## config.mk

```make
export PLATFORM = sky130hd
export DESIGN_NAME = mac_result_accum
export DESIGN_NICKNAME = d
export VERILOG_FILES = /design/src/rtl/mac_result_accum_pkg.sv /design/src/rtl/mac_result_accum_fifo.sv /design/src/rtl/mac_result_accum.sv
export SDC_FILE = /design/constraint.sdc
export NUM_CORES = 1
export LEC_CHECK = 0
export ABC_AREA = 1
export BUFFER_PORTS_ARGS = -buffer_cell sky130_fd_sc_hd__clkbuf_2
export CELL_PAD_IN_SITES_DETAIL_PLACEMENT = 1
export CELL_PAD_IN_SITES_GLOBAL_PLACEMENT = 1
export CORE_MARGIN = 2
export CORE_UTILIZATION = 45
export DETAILED_ROUTE_END_ITERATION = 10
export PLACE_DENSITY_LB_ADDON = 0.08
export SYNTH_ARGS = -nofsm -noshare
export SYNTH_HDL_FRONTEND = slang
export SYNTH_SLANG_ARGS = --single-unit
```

## constraint.sdc

```tcl
create_clock -name clk -period 7.7 [get_ports clk]
set_input_delay 1.54 -clock clk [delete_from_list [all_inputs] [get_ports clk]]
set_output_delay 1.54 -clock clk [all_outputs]
set_load 0.03 [all_outputs]
```

## src/rtl/mac_result_accum_pkg.sv

```systemverilog
// mac_result_accum_pkg: shared widths, FSM encoding and saturation constant for the MAC result accumulator.
package mac_result_accum_pkg;
  localparam int INW_DEF = 18;
  localparam int ACCW_DEF = 32;
  localparam int LENW_DEF = 16;
  localparam int FIFO_DEPTH_DEF = 2;
  localparam int IDXW_DEF = 8;
  typedef enum logic {ST_IDLE, ST_ACC} state_t;
  function automatic logic [63:0] acc_max(input int w);
    return (64'd1 << w) - 64'd1;
  endfunction
endpackage

```

## src/rtl/mac_result_accum_fifo.sv

```systemverilog
// result_fifo: synchronous FIFO with flush, flop-based storage and push accepted on full when a pop frees the head.
module result_fifo #(
  parameter int WIDTH = 8,
  parameter int DEPTH = 2
) (
  input  logic             clk,
  input  logic             rst_n,
  input  logic             clr,
  input  logic             push,
  input  logic             pop,
  input  logic [WIDTH-1:0] wdata,
  output logic [WIDTH-1:0] rdata,
  output logic             valid,
  output logic             full
);
  localparam int AW = $clog2(DEPTH);
  logic [WIDTH-1:0] mem_q [DEPTH];
  logic [AW-1:0] wr_q, rd_q;
  logic [AW:0] cnt_q;
  logic do_push, do_pop;
  assign valid = cnt_q != '0;
  assign full = cnt_q == (AW+1)'(DEPTH);
  assign do_pop = pop && valid;
  assign do_push = push && (!full || do_pop);
  assign rdata = mem_q[rd_q];
  always_ff @(posedge clk or negedge rst_n) begin
    if (!rst_n) begin
      for (int i = 0; i < DEPTH; i++) mem_q[i] <= '0;
      wr_q <= '0;
      rd_q <= '0;
      cnt_q <= '0;
    end else if (clr) begin
      wr_q <= '0;
      rd_q <= '0;
      cnt_q <= '0;
    end else begin
      if (do_push) begin
        mem_q[wr_q] <= wdata;
        wr_q <= wr_q + 1'b1;
      end
      if (do_pop) rd_q <= rd_q + 1'b1;
      cnt_q <= cnt_q + (AW+1)'(do_push) - (AW+1)'(do_pop);
    end
  end
endmodule

```

## src/rtl/mac_result_accum.sv

```systemverilog
// mac_result_accum: accumulates a programmable number of MAC beats into a saturating result and queues it for readout.
module mac_result_accum
  import mac_result_accum_pkg::*;
#(
  parameter int INW = INW_DEF,
  parameter int ACCW = ACCW_DEF,
  parameter int LENW = LENW_DEF,
  parameter int FIFO_DEPTH = FIFO_DEPTH_DEF,
  parameter int IDXW = IDXW_DEF
) (
  input  logic            clk,
  input  logic            rst_n,
  input  logic            soft_clr,
  input  logic [LENW-1:0] cfg_len,
  input  logic            in_valid,
  input  logic [INW-1:0]  in_sum,
  output logic            out_valid,
  input  logic            out_ready,
  output logic [ACCW-1:0] out_acc,
  output logic            out_sat,
  output logic [IDXW-1:0] out_idx,
  output logic            busy,
  output logic            ovf_err
);
  localparam logic [ACCW-1:0] ACC_MAX = ACCW'(acc_max(ACCW));
  localparam int W = ACCW + 1 + IDXW;
  state_t state_q;
  logic [ACCW-1:0] acc_q, acc_d;
  logic sat_q, sat_d, ovf_q;
  logic [LENW-1:0] cnt_q, cnt_d, len_q, len_d;
  logic [IDXW-1:0] idx_q;
  logic [ACCW:0] sum;
  logic first, over, done, push, full;
  logic [W-1:0] rdata;
  always_comb begin
    first = state_q == ST_IDLE;
    sum = {1'b0, (first ? {ACCW{1'b0}} : acc_q)} + (ACCW+1)'(in_sum);
    over = sum[ACCW];
    acc_d = over ? ACC_MAX : sum[ACCW-1:0];
    sat_d = over || (!first && sat_q);
    len_d = first ? (cfg_len == '0 ? LENW'(1) : cfg_len) : len_q;
    cnt_d = first ? LENW'(1) : cnt_q + 1'b1;
    done = cnt_d == len_d;
    push = in_valid && !soft_clr && done;
  end
  // idx advances on every push attempt so dropped results leave a visible gap
  always_ff @(posedge clk or negedge rst_n) begin
    if (!rst_n) begin
      state_q <= ST_IDLE;
      acc_q <= '0;
      sat_q <= 1'b0;
      cnt_q <= '0;
      len_q <= '0;
      idx_q <= '0;
      ovf_q <= 1'b0;
    end else if (soft_clr) begin
      state_q <= ST_IDLE;
      acc_q <= '0;
      sat_q <= 1'b0;
      cnt_q <= '0;
      len_q <= '0;
      idx_q <= '0;
      ovf_q <= 1'b0;
    end else begin
      if (in_valid) begin
        state_q <= done ? ST_IDLE : ST_ACC;
        acc_q <= acc_d;
        sat_q <= sat_d;
        cnt_q <= cnt_d;
        len_q <= len_d;
      end
      if (push) idx_q <= idx_q + 1'b1;
      if (push && full && !out_ready) ovf_q <= 1'b1;
    end
  end
  result_fifo #(.WIDTH(W), .DEPTH(FIFO_DEPTH)) u_fifo (
    .clk(clk),
    .rst_n(rst_n),
    .clr(soft_clr),
    .push(push),
    .pop(out_ready),
    .wdata({acc_d, sat_d, idx_q}),
    .rdata(rdata),
    .valid(out_valid),
    .full(full)
  );
  assign {out_acc, out_sat, out_idx} = rdata;
  assign busy = state_q == ST_ACC;
  assign ovf_err = ovf_q;
endmodule
```

# Yosys cells after proc, flatten, opt, wreduce, memory -nomap -nowiden
# Cells that the tools add are included.
# totals
ff_bits	161
latch_bits	0
mem_bits_rw	0
romBits	0
inputBits	39
n_memories	0
# op_classes
addsub	7
mul	0
n_div	0
n_lt_le_gt_ge	3
n_eq_ne	2
n_shift	0
muxes	31
bitwise	3
reduce_logical	21
# op_table
cell	n
$mux 41	4
$mux 32	4
$mux 16	7
$bwmux 82	1
$demux 41 s1	1
$add 32x18->33	1
$add 16x1->16 const B	1
$eq 16x16->1	1
$logic_not 16->1	1
$mux 8	2
$reduce_bool 2->1	6
$mux 1	11
$add 8x1->8 const B	1
$logic_and 1x1->1	8
$ge 2x2->1 const B	2
$not 1->2	2
$logic_not 1->1	3
$add 1x1->1 const B	2
$add 2x1->2	1
$eq 2x2->1 const B	1
$logic_or 1x1->1	2
$lt 2x1->1 const B	1
$mux 2	1
$reduce_and 2->1	1
other kinds (2)	2

# Depth between registers and ports, before layout
# logic_depth
depth_word	9
depth_mapped	24
mapped_depth_nobuf	18

# Hierarchy
# A second synthesis with hierarchy kept.
# hier_totals
cells_unflattened	1393
hier_area_um2	9953.3
# modules_own_cells
module	instances	cells_each	area_each_um2	seq_area_each_um2
mac_result_accum	1	862	5778.0	1876.8
result_fifo	1	531	4175.3	2152.1

# Least setup slack after synthesis
# No wires, ideal clock.
# synth_path
path_kind	reg-to-reg
startpoint	register state_q, in the netlist busy
endpoint	register acc_q[11]
setup_time_ns	0.121
arrival_time_ns	3.533
path_slack_ns	4.046
path_stages_with_launch	20
synth_period_minus_slack_ns	3.654
path_cell_list	dfrtp_1 -> buf_4 -> buf_4 -> buf_4 -> clkbuf_1 -> clkbuf_1 -> buf_1 -> nand2_1 -> inv_1 -> ha_1 -> a21oi_1 -> o21ai_0 -> a21oi_1 -> nand2_1 -> nand2_1 -> nand2_1 -> nand2_1 -> buf_2 -> nand3_1 -> a22o_1
# synth_between
elab_chain_cells	5
# synth_lines
element	line	rtl
start: declaration	mac_result_accum.sv:27	state_t state_q;
start signal: assignment	mac_result_accum.sv:66	state_q <= done ? ST_IDLE : ST_ACC;
$mux 32	mac_result_accum.sv:37	sum = {1'b0, (first ? {ACCW{1'b0}} : acc_q)} + (ACCW+1)'(in_sum);
$add 32x18->33	mac_result_accum.sv:37	
$mux 32	mac_result_accum.sv:39	acc_d = over ? ACC_MAX : sum[ACCW-1:0];
$mux 32	mac_result_accum.sv:65	if (in_valid) begin
$mux 32	mac_result_accum.sv:56	end else if (soft_clr) begin
end signal: assignment	mac_result_accum.sv:50	acc_q <= '0;
end signal: assignment	mac_result_accum.sv:58	acc_q <= '0;
end signal: assignment	mac_result_accum.sv:67	acc_q <= acc_d;
end: declaration	mac_result_accum.sv:28	logic [ACCW-1:0] acc_q, acc_d;
# Every way passes these cells. The select of a mux whose other input is x is not followed.
# A chain may end at the register's enable or synchronous reset.

# Worst setup path after layout
# layout_path
startpoint	register state_q, in the netlist busy
endpoint	register u_fifo.mem_q[23] (netlist bit)
# layout_between
elab_chain_cells	5
# layout_lines
element	line	rtl
branches (longest 5 deep; another with $add 32x18->33)	--	
end signal: indexed assignment	mac_result_accum_fifo.sv:38	mem_q[wr_q] <= wdata;
end: declaration	mac_result_accum_fifo.sv:17	logic [WIDTH-1:0] mem_q [DEPTH];
# Parallel ways; which one is timed is not known.

==> flow_results.org <==
** Status
- Outcome :: complete, no violations

** Worst setup path
- The largest single stage delay on the critical path is 0.90 ns.
- Kind of end point of the critical path :: flop
- Slowest stage cell, crit path :: sky130_fd_sc_hd__dfrtp_2
- Along the worst path, the maximum fanout reaches 60.
- Crit Path Category :: reg2reg
- STA classifies the critical path startpoint as a flop.
- The number of buffers and inverters on the critical path is 2.
- Data on the critical path arrives at its endpoint at 4.77 ns.
- Critical Path, Cell by Cell :: buf_4 -> o21ai_0 -> inv_1 -> nand4_1 -> nand2_1 -> nand2_1 -> nor2_1 -> nand3_2 -> nor2_8 -> nand3_2 -> nand2_1 -> nand2_1
- Worst path required time :: approximately 8 ns
- Counting stages on the worst path, the most repeated cell is sky130_fd_sc_hd__nand2_1.
- Worst path top cell family by delay :: simple AND/OR/NAND/NOR gates

** STA
- RSZ-0062 raised after global routing :: false
- Final setup violating endpoints :: 0
- Post-layout min period :: between 4 and 5 ns
- Headroom to the max-slew limit :: a little under a quarter
- The clock arrives with ~0.016 ns of skew.
- Final hold viol count :: 0
- For the pin with the worst max-slew slack, the measured transition is between 1 and 1.5 ns.
- Number of max-slew violations in the final report :: 0
- Achievable clock frequency :: 0.225 GHz
- Period utilisation layout :: 57.8%
- Post-route setup TNS :: 0 ns

** Floorplan
- The initial utilization of the core area, before any placement, comes to a little under half.
- Num ports :: 83
- The die covers between 0.02 and 0.025 mm².
- After floorplanning, the core was sized to cover between 0.02 and 0.025 mm².
- The initialized floorplan defines between 50 and 60 standard-cell rows.
- Height of the die :: about 150 µm
- The die is 151 µm wide.

** Job
- Max-capacitance violation count :: 0

** Route
- Detailed-route wire length on metal 1 :: 13,800 µm
- After detailed routing, the met2 layer carries approximately 15,000 µm of wire.
- Uppermost layer routed :: met4
- In the routed design, unresolved DRC markers number 0.
- The count of nets left with antenna violations once routing finished came out at 0.
- Met3 routed WL :: between 900 and 1000 µm
- The routed design has about 30,000 µm of wire.
- The first detailed-routing pass ran for 5 iterations.
- Across all layers, the routed design uses 9,374 vias.
- Average detailed-routed wire length per instance :: around 18 µm
- After detailed routing, the number of vias per cell comes to approximately 5.5.
- DR iter-0 viols :: 530

** Logic synthesis
- Fraction of the mapped netlist area in adder cells :: 3.03%
- For this run, the leading register cell type out of synthesis is sky130_fd_sc_hd__dfrtp_1.
- Sequential elements use 41.4% of the synthesized area.
- Count of flip-flops with a built-in enable after synthesis :: 0
- The top cell type by area accounts for about two fifths of the synthesized area.
- After synthesis, the largest family of logic cells by area is simple AND/OR/NAND/NOR gates.
- Cell types with the largest area share after synthesis :: sky130_fd_sc_hd__dfrtp_1, sky130_fd_sc_hd__nand2_1, sky130_fd_sc_hd__nand4_1, sky130_fd_sc_hd__inv_1, sky130_fd_sc_hd__nand3_1
- XOR/XNOR Fraction of Synth Area :: ~1.6%
- In the synthesized netlist, mux cells make up 0% of the area.
- Number of nets in the synthesized netlist :: 1,439
- A synthesized cell averages between 7 and 8 µm².
- Summing the areas of all compound-gate instances in the mapped netlist gives just under 8% of the synthesized area.
- Instance count of the mapped netlist :: between 1,000 and 1,500
- Post-synth design cell area :: 0.00973 mm²
- Most area-hungry cell type in the Yosys netlist :: sky130_fd_sc_hd__dfrtp_1
- Number of distinct library cells after synthesis :: 34
- Counting flops with an async set or reset pin after synthesis yields a share of 100%.
- After Yosys synthesis, and, or, nand and nor cells account for between 30% and 40% of the synthesized area.
- Yosys printed 0 warnings.
- Yosys reg bits :: approximately 160

** Pwr
- Leakage power figure :: 6.00 nW
- IR analysis of the VDD net gives a maximum drop of 0.166 mV.
- Pwr/cell area :: around 190 mW/mm²

** Finish
- Post-layout instance area :: about 0.011 mm²
- Ant diodes :: 0
- In the layout the commonest cells are sky130_fd_sc_hd__nand2_1, sky130_fd_sc_hd__dfrtp_1, sky130_fd_sc_hd__inv_1, sky130_fd_sc_hd__nand4_1, sky130_fd_sc_hd__clkbuf_2.
- Signed area change from the synthesized netlist to the final layout :: 11.7%
- Total number of nets in the final design :: around 1,500
- The library cell used most frequently in the layout, excluding fill and tap cells, is sky130_fd_sc_hd__nand2_1.
- Layout cell share with drive strength beyond 1 :: ~10%

** Clock tree
- In this run the deepest clock path goes through 2 buffers.
- The number of setup buffers added after CTS is 0.
- Clock tree from TritonCTS :: done
- Worst-Skew Late Latency :: 0.44 ns
- CTS root buf :: sky130_fd_sc_hd__clkbuf_16
- Resize count post-CTS :: 0
- Buffers inserted during clock tree synthesis total 17.
- Max H-tree Level :: 4
- Total of hold buffers inserted after clock tree synthesis :: 0
- Number of clock sinks seen by CTS :: around 160
- After clock tree synthesis, the clock-pin slew on the worst setup and hold paths is approximately 0.080 ns.

** Global route
- The number of antenna violations at the first check in global routing is 0.
- For this run the aggregate overflow at the end of global routing stands at 0.
- Global-route wire length before repair :: roughly 50,000 µm
- Vias in the first global route :: just under 10,000
- Global routing consumed, over all layers together, around 27% of the routing resources.
- Entering global routing, the biggest net connects 87 pins.

** Min path
- The worst hold path belongs to the class reg2reg.

** Place
- Post-Place Cell Area :: 0.0102 mm²
- The congestion estimate from routability-driven global placement came to between 0.8 and 0.9.
- Half-perimeter wire length of the detailed placement result :: 20,600 µm
- During placement, the flow inserted port buffers numbering between 80 and 90.
==> state kept, by name, summed over array words and instances (netlist names) <==
register      cells
u_fifo.mem_q     82
acc_q            32
cnt_q            16
len_q            16
idx_q             8
u_fifo.cnt_q      2
busy              1
ovf_err           1
sat_q             1
u_fifo.rd_q       1
u_fifo.wr_q       1
==> cells by family (layout without fill, tap and decap cells) <==
family | count (synthesis) | in the layout
compound gates | 125 | 125
xor+xnor | 18 | 18
fa+ha+maj | 23 | 23
buf+inv | 221 | 275
flops | 161 | 161
simple gates | 829 | 829
==> routing by layer <==
| metal | vias up | track usage [%] |
|---|---|---|
| li1 | 4567 | - |
| met1 | 4567 | 36.0 |
| met2 | 198 | 47.3 |
| met3 | 42 | 3.31 |
| met4 | 0 | 9.11 |
| met5 | - | 0 |
==> stage by stage <==
step	setup WS [ns]	hold slack (ns)	util, %	instances	power [mW]
6_report	3.25	0.475	51.4	1706	2.02
5_1_grt	2.87	0.492	51.4	1706	2.09
4_1_cts	3.27	0.476	51.4	1706	2.04
3_5_place_dp	2.88	0.459	48.4	1674	1.13
3_3_place_gp	2.99	0.453	48.4	1674	1.12
2_1_floorplan	4.05	0.442	-	1377	1.04
==> power breakdown <==
group          switching, mW  leakage [nW]  internal, mW
Sequential            0.0143          2.22         0.862
Clock                  0.415         0.305         0.500
Combinational          0.169          3.47        0.0620
Total                  0.598          6.00          1.42
==> worst reg2reg max path, stage by stage (launching register included) <==
cell and delay, ns:
sky130_fd_sc_hd__dfrtp_2 0.90, sky130_fd_sc_hd__buf_4 0.62, sky130_fd_sc_hd__o21ai_0 0.37, sky130_fd_sc_hd__inv_1 0.11
sky130_fd_sc_hd__nand4_1 0.09, sky130_fd_sc_hd__nand2_1 0.11, sky130_fd_sc_hd__nand2_1 0.05, sky130_fd_sc_hd__nor2_1 0.27
sky130_fd_sc_hd__nand3_2 0.24, sky130_fd_sc_hd__nor2_8 0.30, sky130_fd_sc_hd__nand3_2 0.87, sky130_fd_sc_hd__nand2_1 0.33
sky130_fd_sc_hd__nand2_1 0.08
==> synth_stat cells, drive strengths merged, types with 4 or more instances <==
cell type	n
a22o	24
clkbuf	43
buf	29
nor3	9
nand3	78
inv	147
nor2	73
xor2	14
nand4	110
o21ai	46
dfrtp	161
xnor2	4
a21oi	21
nor4	4
o22ai	28
nand2	550
ha	22
==> layout make-up <==
| class | instances | area (µm²) |
|---|---|---|
| clock buffers | 17 | 425 |
| clock inverters | 15 | 205 |
| flip-flops and latches | 161 | 4030 |
| repair buffers | 94 | 507 |
| multi-input cells | 995 | 4800 |
| fillers | 2799 | 10300 |
| inverters | 149 | 559 |
| well taps | 275 | 344 |
==> worst paths after layout <==
kind,start,endpoint,slack (ns),cells past startpoint
max,busy,u_fifo.mem_q[23],3.25,12
min in group asynchronous,rst_n,acc_q[9],1.18,1
max reg2reg,busy,u_fifo.mem_q[23],3.25,12
min,u_fifo.mem_q[5],u_fifo.mem_q[5],0.47,2
min reg2reg,u_fifo.mem_q[5],u_fifo.mem_q[5],0.47,2
max in group asynchronous,rst_n,busy,4.93,2
(Power assumes the default switching activity.)
